<file path="src/rtl/video_timing_gen.sv">
// video_timing_gen
//   Raster timing generator with a built-in RGB test pattern, running in the
//   pixel clock domain. Its outputs feed the three TMDS channel encoders.
//   Every output comes from one register stage, so DE, the syncs, the colour
//   and the position always describe the same pixel on the same clock.
//
// Ports
//   i_clk          pixel clock
//   i_rst          synchronous, active-high reset
//   i_pattern      00 colour bars, 01 checkerboard, 10 grey ramp, 11 solid
//   i_solid_rgb    {R,G,B} colour used by pattern 11
//   o_de           active-video data enable
//   o_hsync        horizontal sync, active level H_POL
//   o_vsync        vertical sync, active level V_POL
//   o_ctrl         {o_vsync, o_hsync} for the blue-channel encoder
//   o_red/green/blue  pixel colour, zero during blanking
//   o_x, o_y       active position of the current pixel, zero during blanking
//   o_frame_start  one-cycle pulse on the first active pixel of a frame
module video_timing_gen #(
  parameter int   H_ACTIVE = 640,
  parameter int   H_FP     = 16,
  parameter int   H_SYNC   = 96,
  parameter int   H_BP     = 48,
  parameter int   V_ACTIVE = 480,
  parameter int   V_FP     = 10,
  parameter int   V_SYNC   = 2,
  parameter int   V_BP     = 33,
  parameter logic H_POL    = 1'b0,
  parameter logic V_POL    = 1'b0
) (
  input  logic        i_clk,
  input  logic        i_rst,
  input  logic [1:0]  i_pattern,
  input  logic [23:0] i_solid_rgb,
  output logic        o_de,
  output logic        o_hsync,
  output logic        o_vsync,
  output logic [1:0]  o_ctrl,
  output logic [7:0]  o_red,
  output logic [7:0]  o_green,
  output logic [7:0]  o_blue,
  output logic [11:0] o_x,
  output logic [11:0] o_y,
  output logic        o_frame_start
);

  localparam int H_TOTAL = H_ACTIVE + H_FP + H_SYNC + H_BP;
  localparam int V_TOTAL = V_ACTIVE + V_FP + V_SYNC + V_BP;

  if (H_TOTAL > 4096 || V_TOTAL > 4096) begin : g_size_check
    $error("video_timing_gen: H_TOTAL and V_TOTAL must not exceed 4096");
  end

  localparam logic [11:0] H_LAST     = 12'(H_TOTAL - 1);
  localparam logic [11:0] V_LAST     = 12'(V_TOTAL - 1);
  localparam logic [11:0] H_ACT      = 12'(H_ACTIVE);
  localparam logic [11:0] V_ACT      = 12'(V_ACTIVE);
  localparam logic [11:0] H_SYNC_BEG = 12'(H_ACTIVE + H_FP);
  localparam logic [11:0] H_SYNC_END = 12'(H_ACTIVE + H_FP + H_SYNC);
  localparam logic [11:0] V_SYNC_BEG = 12'(V_ACTIVE + V_FP);
  localparam logic [11:0] V_SYNC_END = 12'(V_ACTIVE + V_FP + V_SYNC);
  localparam logic [11:0] BAR_W      = 12'(H_ACTIVE / 8);

  logic [11:0] h_cnt;
  logic [11:0] v_cnt;
  logic [1:0]  pattern;
  logic [23:0] solid;

  logic        at_origin;
  logic        active;
  logic        hs_on;
  logic        vs_on;
  logic [1:0]  pat_eff;
  logic [23:0] solid_eff;
  logic [11:0] bar;
  logic [23:0] rgb;

  assign at_origin = (h_cnt == 12'd0) && (v_cnt == 12'd0);
  assign active    = (h_cnt < H_ACT) && (v_cnt < V_ACT);
  assign hs_on     = (h_cnt >= H_SYNC_BEG) && (h_cnt < H_SYNC_END);
  // v_cnt only moves on the h wrap, so vsync edges always land on h = 0.
  assign vs_on     = (v_cnt >= V_SYNC_BEG) && (v_cnt < V_SYNC_END);

  // The pattern and solid colour are latched at (0,0); the pixel at (0,0)
  // itself must already use the new selection, so bypass the register there.
  assign pat_eff   = at_origin ? i_pattern   : pattern;
  assign solid_eff = at_origin ? i_solid_rgb : solid;
  assign bar       = h_cnt / BAR_W;

  always_comb begin
    rgb = 24'h000000;
    case (pat_eff)
      2'b00: begin
        case (bar)
          12'd0:   rgb = 24'hFFFFFF;
          12'd1:   rgb = 24'hFFFF00;
          12'd2:   rgb = 24'h00FFFF;
          12'd3:   rgb = 24'h00FF00;
          12'd4:   rgb = 24'hFF00FF;
          12'd5:   rgb = 24'hFF0000;
          12'd6:   rgb = 24'h0000FF;
          default: rgb = 24'h000000;  // bar 7 and any remainder columns
        endcase
      end
      2'b01:   rgb = (h_cnt[3] ^ v_cnt[3]) ? 24'hFFFFFF : 24'h000000;
      2'b10:   rgb = {h_cnt[7:0], h_cnt[7:0], h_cnt[7:0]};
      default: rgb = solid_eff;
    endcase
    if (!active) begin
      rgb = 24'h000000;
    end
  end

  always_ff @(posedge i_clk) begin
    if (i_rst) begin
      h_cnt         <= 12'd0;
      v_cnt         <= 12'd0;
      pattern       <= 2'b00;
      solid         <= 24'h000000;
      o_de          <= 1'b0;
      o_hsync       <= ~H_POL;
      o_vsync       <= ~V_POL;
      o_red         <= 8'h00;
      o_green       <= 8'h00;
      o_blue        <= 8'h00;
      o_x           <= 12'd0;
      o_y           <= 12'd0;
      o_frame_start <= 1'b0;
    end else begin
      if (h_cnt == H_LAST) begin
        h_cnt <= 12'd0;
        v_cnt <= (v_cnt == V_LAST) ? 12'd0 : v_cnt + 12'd1;
      end else begin
        h_cnt <= h_cnt + 12'd1;
      end

      if (at_origin) begin
        pattern <= i_pattern;
        solid   <= i_solid_rgb;
      end

      o_de          <= active;
      o_hsync       <= hs_on ? H_POL : ~H_POL;
      o_vsync       <= vs_on ? V_POL : ~V_POL;
      o_red         <= rgb[23:16];
      o_green       <= rgb[15:8];
      o_blue        <= rgb[7:0];
      o_x           <= active ? h_cnt : 12'd0;
      o_y           <= active ? v_cnt : 12'd0;
      o_frame_start <= at_origin && active;
    end
  end

  assign o_ctrl = {o_vsync, o_hsync};

endmodule

</file>
<file path="config.mk">
export PLATFORM = sky130hd
export DESIGN_NAME = video_timing_gen
export DESIGN_NICKNAME = d
export VERILOG_FILES = /design/src/rtl/video_timing_gen.sv
export SDC_FILE = /design/constraint.sdc
export NUM_CORES = 1
export LEC_CHECK = 0
export BUFFER_PORTS_ARGS = -buffer_cell sky130_fd_sc_hd__buf_2
export CAP_MARGIN = 20
export CORE_UTILIZATION = 50
export DETAILED_ROUTE_END_ITERATION = 10
export PLACE_DENSITY = 0.78
export SLEW_MARGIN = 20
export SYNTH_ARGS = -nofsm -noshare
export SYNTH_HDL_FRONTEND = slang
export SYNTH_SLANG_ARGS = --single-unit
</file>
<file path="constraint.sdc">
create_clock -name i_clk -period 2.88 [get_ports i_clk]
set_input_delay 0.144 -clock i_clk [delete_from_list [all_inputs] [get_ports i_clk]]
set_output_delay 0.144 -clock i_clk [all_outputs]
set_load 0.02 [all_outputs]
</file>
[Word-level counts from Yosys, hierarchy flattened]
Index checks and enable logic that the tools add are counted.
Word-level totals
  register bits after elaboration: 102
  output and inout bits: 54
  bits of input ports: 28
Cells by class
  order comparisons: 6
  bitwise gates (word level): 2
  reductions and logical operators: 11
  add/subtract/negate cells: 2
  mux-type cells: 8
  equal/unequal tests: 10
  divide/modulo/power cells: 1
Operators with widths (number)
  one-hot mux 24 bit (7 select lines): 1
  one-hot mux 24 bit (3 select lines): 1
  two-way mux 24 bit: 2
  == test 12 x 3 -> 1 bit (second input constant): 3
  zero test 12 bit: 3
  adder 12 x 1 -> 12 bit (second input constant): 2
  == test 12 x 10 -> 1 bit (second input constant): 2
  == test 12 x 2 -> 1 bit (second input constant): 2
  < comparator 12 x 10 -> 1 bit (second input constant): 2
  < comparator 12 x 9 -> 1 bit (second input constant): 2
  divider 12 x 7 -> 12 bit (second input constant): 1
  == test 12 x 1 -> 1 bit (second input constant): 1
  greater-or-equal comparator 12 x 10 -> 1 bit (second input constant): 1
  greater-or-equal comparator 12 x 9 -> 1 bit (second input constant): 1
  two-way mux 12 bit: 1
  logical AND 1 bit: 5
  OR reduction 2 bit: 2
  == test 2 x 1 -> 1 bit (second input constant): 1
  == test 2 bit (second input constant): 1
  zero test 2 bit: 1
  two-way mux 1 bit: 2
  two-way mux 2 bit: 1
  NOT 1 bit: 1
  bitwise XOR 1 bit: 1

[Depth between registers and ports, before layout]
Gate-level depths: netlist (run 1).
  depth after elaboration: 5
  gate-level depth with buffers: 11
  mapped depth without buffers: 9

[Least setup slack after synthesis (run 1)]
No wires, ideal clock.
  path kind: reg-to-reg
  start: register h_cnt[0]
  end: register o_blue[1]
  path buffers: 2
  cell stages (with the launch flop): 12
  library setup time: 0.103 ns
  arrival time: 2.654 ns
  slack: 0.123 ns
  clock period less this slack: 2.757 ns
  path through: dfxtp_1 > inv_1 > ha_1 > nor4b_1 > nand4_1 > or3_1 > clkbuf_1 > mux2i_1 > a211oi_1 > or4b_1 > buf_4 > a2111oi_2
On the way
  cells in the longest elaborated chain, start to end: 5
Ends and longest elaborated chain
  from (decl): RTL line 64  | logic [11:0] h_cnt;
  from (signal assigned): RTL line 134  | h_cnt <= h_cnt + 12'd1;
  branches (longest 5 deep; another with divider 12 x 7 -> 12 bit)
  to (signal assigned): RTL line 147  | o_blue <= rgb[7:0];
  to (decl): RTL line 41  | output logic [7:0] o_blue,
Parallel ways; which one is timed is not known.
A chain may end at the register's enable or synchronous reset.

[Worst setup path in the final report (run 1)]
  start: register v_cnt[4]
  end: register o_blue[4]
On the way
  cells in the longest elaborated chain, start to end: 5
Ends and longest elaborated chain
  from (decl): RTL line 65  | logic [11:0] v_cnt;
  from (signal assigned): RTL line 132  | v_cnt <= (v_cnt == V_LAST) ? 12'd0 : v_cnt + 12'd1;
  branches (longest 5 deep; another with < comparator 12 x 9 -> 1 bit)
Parallel ways; which one is timed is not known.

==> results.ini, run 1 <==
[placed_design]
gp_congestion = 0.915
dp.final_hpwl_um = 8240
io_buffers = 81
detailed_place.area_sq_um = 5080

[global_routing]
track_usage = 0.260
grt_pass1_vias = 3883
largest_net_degree_at_the_start_of_global_routing = 54
first_pass_grt_wire_length_um = 19600
number_of_antenna_violations_at_the_first_check_in_global_routing = 1
grt-ovfl-total = 0

[cts]
htree_num_levels = 3
cts_tree = yes
clock_transition_at_the_registers_of_the_reported_paths_ns = 0.10
clk_latency_ns = 0.37
clock_tree.buffer_depth = 2
inserted_clock_buffers = 9
numClockSinks = 102
ctsRootBufferMaster = clkbuf_8

[power]
design_power_total_uw = 3090
power-per-cell-area_nw_per_um2 = 571
power.static_leakage_uw = 0.00220
ir_worst_vdd_uv = 328

[detailed_routing]
route.antenna.remaining_nets = 0
wl_per_cell_um = 16.9
post-route-drc-count = 0
finalWirelength_um = 12300
drt_pass1_iterations = 6
drtIter0Drc = 428
vias = 4271
drt-vias-per-instance = 5.86

[timing]
timing_worst_slew_pin_value_ns = 0.885
fmax_ghz = 0.341
hold_slack_ns = 0.0142
finalWorstPathRequiredPeriod_ns = 2.93
timing.final.crit_share = 1.02
final_critical_path_setup_slack_ns = -0.0508
finalHoldViolations = 0
clock-skew-final_ns = 0.0137
setup_viol_count_final = 6
grt_setup_unrepaired = yes
setup-tns-final_ns = -0.151
final_max_slew_viol_count = 0
slew_headroom = 0.408

[final_layout]
areaGrowthSynthToFinish_pct = 21.0
final_cell_area_sq_um = 5410
utilization = 0.624
area.sequential_sq_um = 2050
fillers = 744
final_net_count = 647
multi_input_comb_area_sq_um = 2330
drive_gt1_frac = 0.250

[worst_setup_path]
cp_data_arrival_time_ns = 3.19
worstPathRequired_ns = 3.14
worst-setup-path-type = flop to flop
start_kind = flop
cp-end-kind = flop
crit_path_max_fanout = 8

[synth]
netlist.top_cell.by_area = dfxtp_1
synth_enable_flop_cells = 0
synth_cells = 532
dominantRegCellSynth = dfxtp_1
synthTopCellsByArea = dfxtp_1 46%, nor3_1 6.5%, nand2_1 6.5%, a21oi_1 4.6%, nor2_1 3.9%
syn_area_sq_um = 4480
yosys.cell_types.count = 56
postSynthRegisterBits = 102
syn_area_per_cell_sq_um = 8.41
synthesis.yosys.warnings = 0
portion_of_the_post_synthesis_area_used_by_sequential_elements = 0.456
async_flop_share = 0
synth_largest_type_area_fraction = 0.456

[die]
core_area_sq_um = 8680
num_rows = 34
top_level_ports = 82
start_util = 0.516
die_w_um = 96.6
die_height_um = 96.6
die_outline_area_sq_um = 9330

[job]
max_cap_viols = 0

[worst_hold_path]
holdCritPathClass = input port to flop

[run_status]
failed_checks = negative setup slack
run_status = complete, but fails checks

[cell usage after synthesis, drive strengths merged, types with 2 or more instances]
| master | number |
|---|---|
| nand3 | 10 |
| dfxtp | 102 |
| a211oi | 2 |
| o21ai | 15 |
| and3 | 3 |
| xnor2 | 8 |
| or3 | 7 |
| nor2b | 2 |
| ha | 4 |
| a21oi | 41 |
| nor3 | 59 |
| xor2 | 11 |
| nor4b | 4 |
| nand2b | 3 |
| a311oi | 2 |
| nor2 | 46 |
| nor4 | 3 |
| o211ai | 5 |
| o2111ai | 2 |
| inv | 10 |
| nand2 | 77 |
| a31oi | 2 |
| buf | 11 |
| nand4 | 10 |
| or4 | 3 |
| mux2i | 2 |
| and2 | 14 |
| a2111oi | 24 |
| clkbuf | 32 |
[final cells by class]
class / count / area share
sequential: 102 / 0.378
clock inverter: 5 / 0.0150
inverter: 10 / 0.00693
timing repair buffer: 111 / 0.121
multi-input combinational: 381 / 0.430
clock buffer: 11 / 0.0243
antenna: 1 / 0.000462
tap: 108 / 0.0250
[cell families after synthesis]
family          Yosys count  synth area share
mux                       3           0.00699
xor+xnor                 19            0.0372
flops                   102             0.456
other cells               1          0.000838
simple gates            249             0.268
fa+ha+maj                 4            0.0112
buf+inv                  53            0.0509
compound gates          101             0.168
[per-layer routing]
layer	global-route usage	routed length (um)	vias up
li1	-	-	2037
met1	0.343	5250	2005
met2	0.424	5900	201
met3	0.0491	867	28
met4	0.0918	298	0
met5	0	0	-
[worst max-delay path: stages (launching register included)]
cell and delay, ns:
dfxtp_1 0.32, nor4_1 0.41, nand3_2 0.16, or3_4 0.42
mux2i_1 0.16, a211oi_1 0.29, or4b_4 0.52, buf_8 0.17
a2111oi_4 0.36
[path summary, 6_finish.rpt]
check / to / cells past startpoint / slack, ns / startpoint
setup reg to reg: o_blue[4] / 8 / -0.05 / v_cnt[4]
hold reg to reg: solid[20] / 2 / 0.46 / solid[20]
setup / recovery: o_blue[4] / 8 / -0.05 / v_cnt[4]
hold / removal: solid[14] / 3 / 0.01 / i_solid_rgb[14]
[per-stage QoR]
stage,cells,worst slack (ns)
after CTS,728,0.00140
final,729,-0.0508
after detailed placement,712,-0.0155
after global routing,729,-0.193
after floorplan,536,0.123
after global placement,712,0.0314
[flip-flops by register name, summed over array words and instances, names as in the netlist]
| register | flops |
|---|---|
| h_cnt | 12 |
| o_y | 12 |
| o_frame_start | 1 |
| solid | 24 |
| pattern | 2 |
| o_hsync | 1 |
| o_blue | 8 |
| o_green | 8 |
| v_cnt | 12 |
| o_de | 1 |
| o_vsync | 1 |
| o_red | 8 |
| o_x | 12 |
[power breakdown]
part           leakage [uW]  internal (uW)  switching (uW)
clock              0.000104            492             488
combinational       0.00126            190             361
sequential         0.000838           1510            47.4
[layout by cell type (no fill, tap or decap), drive strengths merged, types with 2 or more instances in the layout]
master,n
bufinv,2
dfxtp,102
a2111oi,24
nand2,77
nor2,46
nand2b,3
mux2i,2
or3,7
conb,5
inv,11
and3,3
o21ai,15
o2111ai,2
xor2,11
a211oi,2
and2,14
nor3,59
a311oi,2
ha,4
nand4,10
xnor2,8
clkbuf,11
nor2b,2
nand3,10
a31oi,2
o211ai,5
nor4,3
or4,3
buf,111
nor4b,4
a21oi,41
[what timing repair did]
item                                    in CTS  in global routing
hold endpoints to repair                     0                  0
pin swaps                                    0                  3
endpoints found under the setup margin       4                 22
resized for setup                            3                 19
buffers inserted                             0                  0
hold buffers                                 0                  0
(Power assumes the default switching activity.)
==> run 2, diff against run 1 <==
ABC_AREA = 1   (was unset)
CORE_UTILIZATION = 49   (was 50)
PLACE_DENSITY = 0.77   (was 0.78)
==> results.ini, run 2 <==
[run_status]
run_status = completed

[worst_hold_path]
whs_endpoint = solid[21]
holdCritPathClass = input port to flop
timing.hold.worst_path_depth = 3  ; unchanged
min-delay-start = i_solid_rgb[21]

[detailed_routing]
post-route-drc-count = 0  ; unchanged
vias = 3764  ; -12%
drt-vias-per-instance = 5.21  ; -11%
wl_per_cell_um = 13.7  ; -19%
drtIter0Drc = 196  ; -54%
drt_pass1_iterations = 5  ; -1
route.antenna.remaining_nets = 0  ; unchanged
finalWirelength_um = 9880  ; -20%

[die]
die_outline_area_sq_um = 9100  ; -2.5%
core_area_sq_um = 8340  ; -3.9%
start_util = 0.512  ; -0.00326
die_height_um = 95.4  ; -1.3%
top_level_ports = 82  ; unchanged
num_rows = 33  ; -2.9%
die_w_um = 95.4  ; -1.3%

[power]
internal_power_uw = 2110  ; -4.0%
power.static_leakage_uw = 0.00229  ; +4.3%
power-per-cell-area_nw_per_um2 = 608  ; +6.5%
combinationalPowerShare = 0.165  ; -0.013
p_seq_frac = 0.509  ; +0.004
share_clk_of_total_power = 0.326  ; +0.009
sw_frac_of_total = 0.304  ; +0.0141
design_power_total_uw = 3030  ; -2.0%
switching_power_uw = 921  ; +2.8%
ir_worst_vdd_uv = 282  ; -14%

[global_routing]
number_of_antenna_violations_at_the_first_check_in_global_routing = 0  ; -1
grt_pass1_vias = 3392  ; -13%
grt-ovfl-total = 0  ; unchanged
track_usage = 0.227  ; -0.0326
first_pass_grt_wire_length_um = 15700  ; -20%
largest_net_degree_at_the_start_of_global_routing = 34  ; -37%

[placed_design]
dp.final_hpwl_um = 7250  ; -12%
gp_congestion = 0.850  ; -7.1%
placed_cells_incl_taps = 706  ; -0.84%
io_buffers = 81  ; unchanged
place_ws_ns = 0.285  ; +0.301 ns

[cts]
ctsRootBufferMaster = clkbuf_8
inserted_clock_buffers = 9  ; unchanged
postCtsSetupBuffers = 0  ; unchanged
clock_tree.buffer_depth = 2  ; unchanged
clk_latency_ns = 0.38  ; about the same
clock_transition_at_the_registers_of_the_reported_paths_ns = 0.11  ; about the same
cts.hold.buffers_added = 0  ; unchanged
cts_tree = yes
numClockSinks = 102  ; unchanged
htree_num_levels = 3  ; unchanged

[final_layout]
final_common_cell = dfxtp_1
fillers = 735  ; -1.2%
areaGrowthSynthToFinish_pct = 16.6
layoutNonFillerInstCount = 722  ; -0.96%
final_cell_mix = 102 x dfxtp_1, 101 x nand2_1, 81 x buf_2, 49 x nor2_1, 42 x nand3_1
drive_gt1_frac = 0.264  ; +0.0142
area.sequential_sq_um = 2040  ; -0.18%
final_net_count = 644  ; -0.46%
multi_input_comb_area_sq_um = 1920  ; -18%
utilization = 0.598  ; -0.0263
top_register = solid
antenna_cells_inserted = 0  ; -1
largest_register_ff_count = 24  ; unchanged

[worst_setup_path]
rr_endpoint = o_green[6]
r2r-start = v_cnt[0]
worstPathRequired_ns = 3.17  ; +0.03 ns
crit_path_max_fanout = 10  ; +2
start_kind = flop
setup.reg_to_reg.worst_slack_ns = 0.28  ; +0.33 ns
critical-path-max-stage-delay_ns = 0.40  ; -0.12 ns
crit_path_cell_trace = inv_1, ha_1, nand4_1, nor4_2, nand3_1, buf_4, nand2_1, nand2_1, inv_1, nand4_1, or2_1, a221oi_2
cp-end-kind = flop
timing.critical_path.slowest_stage_cell = or2_1
cp_data_arrival_time_ns = 2.89  ; -0.30 ns
worst-setup-path-type = flop to flop
r2r_cells = 12  ; +4

[timing]
grt_setup_unrepaired = no
finalHoldViolations = 0  ; unchanged
final_critical_path_setup_slack_ns = 0.281  ; +0.332 ns
setup_viol_count_final = 0  ; -6
setup-tns-final_ns = 0  ; +0.151 ns
timing.final.crit_share = 0.902  ; -0.115
finalWorstPathRequiredPeriod_ns = 2.60  ; -0.332 ns
slew_headroom = 0.562  ; +0.154
fmax_ghz = 0.385  ; +13%
timing_worst_slew_pin_value_ns = 0.657  ; -0.229 ns
clock-skew-final_ns = 0.0130  ; -0.000675 ns
final_max_slew_viol_count = 0  ; unchanged

[synth]
synth_enable_flop_cells = 0  ; unchanged
netlist.top_cell.by_area = dfxtp_1
postSynthRegisterBits = 102  ; unchanged
synth_cells = 529  ; -0.56%
portion_of_the_post_synthesis_area_used_by_sequential_elements = 0.478  ; +0.0215
syn_area_per_cell_sq_um = 8.08  ; -4.0%
dominantRegCellSynth = dfxtp_1
yosys.cell_types.count = 39  ; -30%
syn_area_sq_um = 4270  ; -4.5%
async_flop_share = 0  ; unchanged
yosysMostFrequentCell = dfxtp_1
synth_largest_type_area_fraction = 0.478  ; +0.0215
synthesis.yosys.warnings = 0  ; unchanged
synthTopCellsByArea = dfxtp_1 48%, nand2_1 8.9%, nand3_1 4.9%, a21oi_1 4.8%, nor2_1 4.3%
post_synth_most_frequent_cells = 102 x dfxtp_1, 101 x nand2_1, 49 x nor2_1, 42 x nand3_1, 41 x a21oi_1

[job]
max_cap_viols = 0  ; unchanged

-- run 2: power by group through the flow --
stage,registers (uW),logic (uW),clock network [uW]
3_3_place_gp,1580,484,0
4_1_cts,1540,500,1010
2_1_floorplan,1660,265,0
3_5_place_dp,1580,498,0
6_report,1540,501,987
5_1_grt,1550,546,1060
-- run 2: worst max path at each step --
stage	slack, ns	startpoint	cells past startpoint	end
2_1_floorplan	0.82	v_cnt[0]	14	o_red[3]
3_3_place_gp	0.42	v_cnt[0]	13	o_green[3]
3_5_place_dp	0.29	v_cnt[0]	12	o_green[6]
4_1_cts	0.20	v_cnt[0]	12	o_green[6]
5_1_grt	0.02	h_cnt[10]	11	o_green[7]
6_report	0.28	v_cnt[0]	12	o_green[6]
-- run 2: cell type report --
type                       count  area share
timing repair buffer          89      0.0934
tap                          105      0.0264
sequential                   102       0.410
clock inverter                 7      0.0216
clock buffer                   9      0.0249
multi-input combinational    358       0.384
inverter                      52      0.0397
-- run 2: cell families (layout without fill, tap and decap cells) --
kind of cell / count (synthesis) / after routing / synth area share
compound gates: 78 / 78 / 0.119
xor+xnor: 5 / 5 / 0.0102
fa+ha+maj: 4 / 4 / 0.0117
buf+inv: 73 / 157 / 0.0790
flops: 102 / 102 / 0.478
mux: 8 / 8 / 0.0187
other cells: 1 / 5 / 0.000877
simple gates: 258 / 258 / 0.283
-- run 2: layer usage --
metal / vias to the layer above / GRT usage / wire length, um
met3: 18 / 0.0343 / 646
li1: 1899 / - / -
met1: 1701 / 0.287 / 4400
met5: - / 0 / 0
met4: 0 / 0.108 / 197
met2: 146 / 0.379 / 4630
-- run 2: critical path: cells and delay by family (launching register included) --
| family | cells | cell delay, ns |
|---|---|---|
| AND/OR/NAND/NOR | 7 | 1.17 |
| buffers and inverters | 3 | 0.51 |
| flip-flops | 1 | 0.35 |
| AO/OA/AOI/OAI | 1 | 0.29 |
| adder cells (fa/ha/maj) | 1 | 0.19 |
-- run 2: per-stage QoR --
step | cell area (sq um) | hold WS, ns
finish | 4980 | 0.0215
floorplan | 4290 | 0.310
detailed placement | 4750 | 0.431
CTS | 4980 | 0.0171
global placement | 4750 | 0.422
global route | 4980 | 0.0251
-- run 2: timing repair --
action                                  in CTS  in global routing
endpoints found under the hold margin        0                  0
gates resized for setup                      0                  1
endpoints found under the setup margin       0                 15
==> run 3, diff against run 2 <==
CORE_ASPECT_RATIO = 2   (was unset)
==> results.ini, run 3 (same netlist as run 2, synthesis figures left out) <==
[run_status]
run_status = completed

[timing]
finalHoldViolations = 0  ; unchanged
setup-tns-final_ns = 0  ; unchanged
grt_setup_unrepaired = no
timing.final.crit_share = 0.883  ; -0.0196
final_max_slew_viol_count = 0  ; unchanged
hold_slack_ns = 0.0603  ; +0.0389 ns
finalWorstPathRequiredPeriod_ns = 2.54  ; -0.0564 ns
slew_headroom = 0.525  ; -0.0368
timing_worst_slew_pin_value_ns = 0.712  ; +0.0552 ns
setup_viol_count_final = 0  ; unchanged
clock-skew-final_ns = 0.00811  ; -0.00489 ns
fmax_ghz = 0.393  ; +2.2%

[worst_setup_path]
worstPathRequired_ns = 3.11  ; -0.06 ns
worst-setup-path-type = flop to flop
cp_data_arrival_time_ns = 2.77  ; -0.12 ns
cp-end-kind = flop
start_kind = flop
crit_path_max_fanout = 9  ; -1

[job]
max_cap_viols = 0  ; unchanged

[cts]
clock_transition_at_the_registers_of_the_reported_paths_ns = 0.07  ; -0.04 ns
clock_tree.buffer_depth = 2  ; unchanged
cts_tree = yes
inserted_clock_buffers = 9  ; unchanged
cts.hold.buffers_added = 0  ; unchanged
htree_num_levels = 3  ; unchanged
clk_latency_ns = 0.35  ; -0.03 ns
numClockSinks = 102  ; unchanged
ctsRootBufferMaster = clkbuf_16
postCtsSetupBuffers = 0  ; unchanged
cts_resized = 0  ; unchanged

[detailed_routing]
post-route-drc-count = 0  ; unchanged
wl_per_cell_um = 14.4  ; +5.4%
drt-vias-per-instance = 5.47  ; +5.0%
vias = 3907  ; +3.8%
drt_pass1_iterations = 4  ; -1
routed.top_layer = met4
route.met3.wl_um = 546  ; -15%
route.antenna.remaining_nets = 0  ; unchanged
met2_wirelength_um = 5590  ; +21%
wirelength_met1_um = 3480  ; -21%
drtIter0Drc = 311  ; +59%
finalWirelength_um = 10300  ; +4.3%

[final_layout]
antenna_cells_inserted = 0  ; unchanged
largest_register_ff_count = 24  ; unchanged
drive_gt1_frac = 0.263  ; -0.00119
utilization = 0.606  ; +0.00842
areaGrowthSynthToFinish_pct = 18.4
final_cell_mix = 102 x dfxtp_1, 101 x nand2_1, 81 x buf_2, 48 x nor2_1, 42 x nand3_1
top_register = solid
final_common_cell = dfxtp_1
final_net_count = 643  ; -0.16%

[global_routing]
grt_pass1_vias = 3739  ; +10%
first_pass_grt_wire_length_um = 16300  ; +3.6%
track_usage = 0.237  ; +0.0101
number_of_antenna_violations_at_the_first_check_in_global_routing = 0  ; unchanged
largest_net_degree_at_the_start_of_global_routing = 34  ; unchanged
grt-ovfl-total = 0  ; unchanged

[die]
num_rows = 47  ; +42%
start_util = 0.512  ; -0.000614
die_outline_area_sq_um = 9120  ; +0.25%
die_w_um = 68.0  ; -29%
core_area_sq_um = 8350  ; +0.12%
top_level_ports = 82  ; unchanged
die_height_um = 134  ; +41%

[power]
power.static_leakage_uw = 0.00233  ; +1.9%
power-per-cell-area_nw_per_um2 = 664  ; +9.2%
design_power_total_uw = 3360  ; +11%
ir_worst_vdd_uv = 473  ; +68%

[placed_design]
dp.final_hpwl_um = 7720  ; +6.5%
gp_congestion = 0.935  ; +10%
io_buffers = 81  ; unchanged

[worst_hold_path]
holdCritPathClass = input port to flop

==> run 3: cell count changes in the layout (fill, tap and decap cells not counted), sizes merged <==
| cell | before | now |
|---|---|---|
| clkinv | 7 | 4 |
| inv | 51 | 53 |
| buf | 89 | 88 |
| bufinv | 1 | 2 |
==> run 3: worst paths after layout <==
path	from	endpoint	slack, ns	depth (start not counted)
worst max-delay path	h_cnt[9]	o_blue[6]	0.34	19
worst min-delay path	i_solid_rgb[3]	solid[3]	0.06	3
worst max register to register	h_cnt[9]	o_blue[6]	0.34	19
worst min register to register	h_cnt[0]	h_cnt[0]	0.47	1
==> run 3: where the power goes <==
part,switching [uW],internal [uW]
Combinational,336,160
Sequential,27.8,1520
Clock,547,773
==> run 3: cell type report <==
cell class	instances	area [sq um]
clock inverters	7	103
multi-input cells	358	1910
fillers	744	3290
flip-flops and latches	102	2040
inverters	52	198
clock buffers	9	225
repair buffers	88	458
well taps	98	123
==> run 3: metrics by stage <==
step	cell area [sq um]	cells	setup slack [ns]
after floorplan	4290	533	0.818
after global placement	4730	698	0.412
after detailed placement	4730	698	0.311
after CTS	5060	714	0.294
after global routing	5060	714	0.0429
final	5060	714	0.338
==> run 3: critical path, stage by stage, from the launching register on <==
cell      delay, ns
dfxtp_1        0.50
inv_2          0.13
nand3_1        0.16
nand2_1        0.08
o211ai_1       0.17
nand3_2        0.16
nand2_4        0.11
nand3_2        0.07
nand2_2        0.11
nand2_2        0.07
nand2_2        0.09
nand2_2        0.08
nand2_1        0.10
nand3_2        0.08
nand2_1        0.09
nand2_1        0.06
nand2_1        0.06
nand2_2        0.06
nand2_4        0.14
a21oi_1        0.09
==> run 3: metal layers <==
metal	global-route usage	vias to the layer above
met1	0.211	1784
met4	0.190	0
met5	0	-
li1	-	1907
met3	0.0459	48
met2	0.430	168
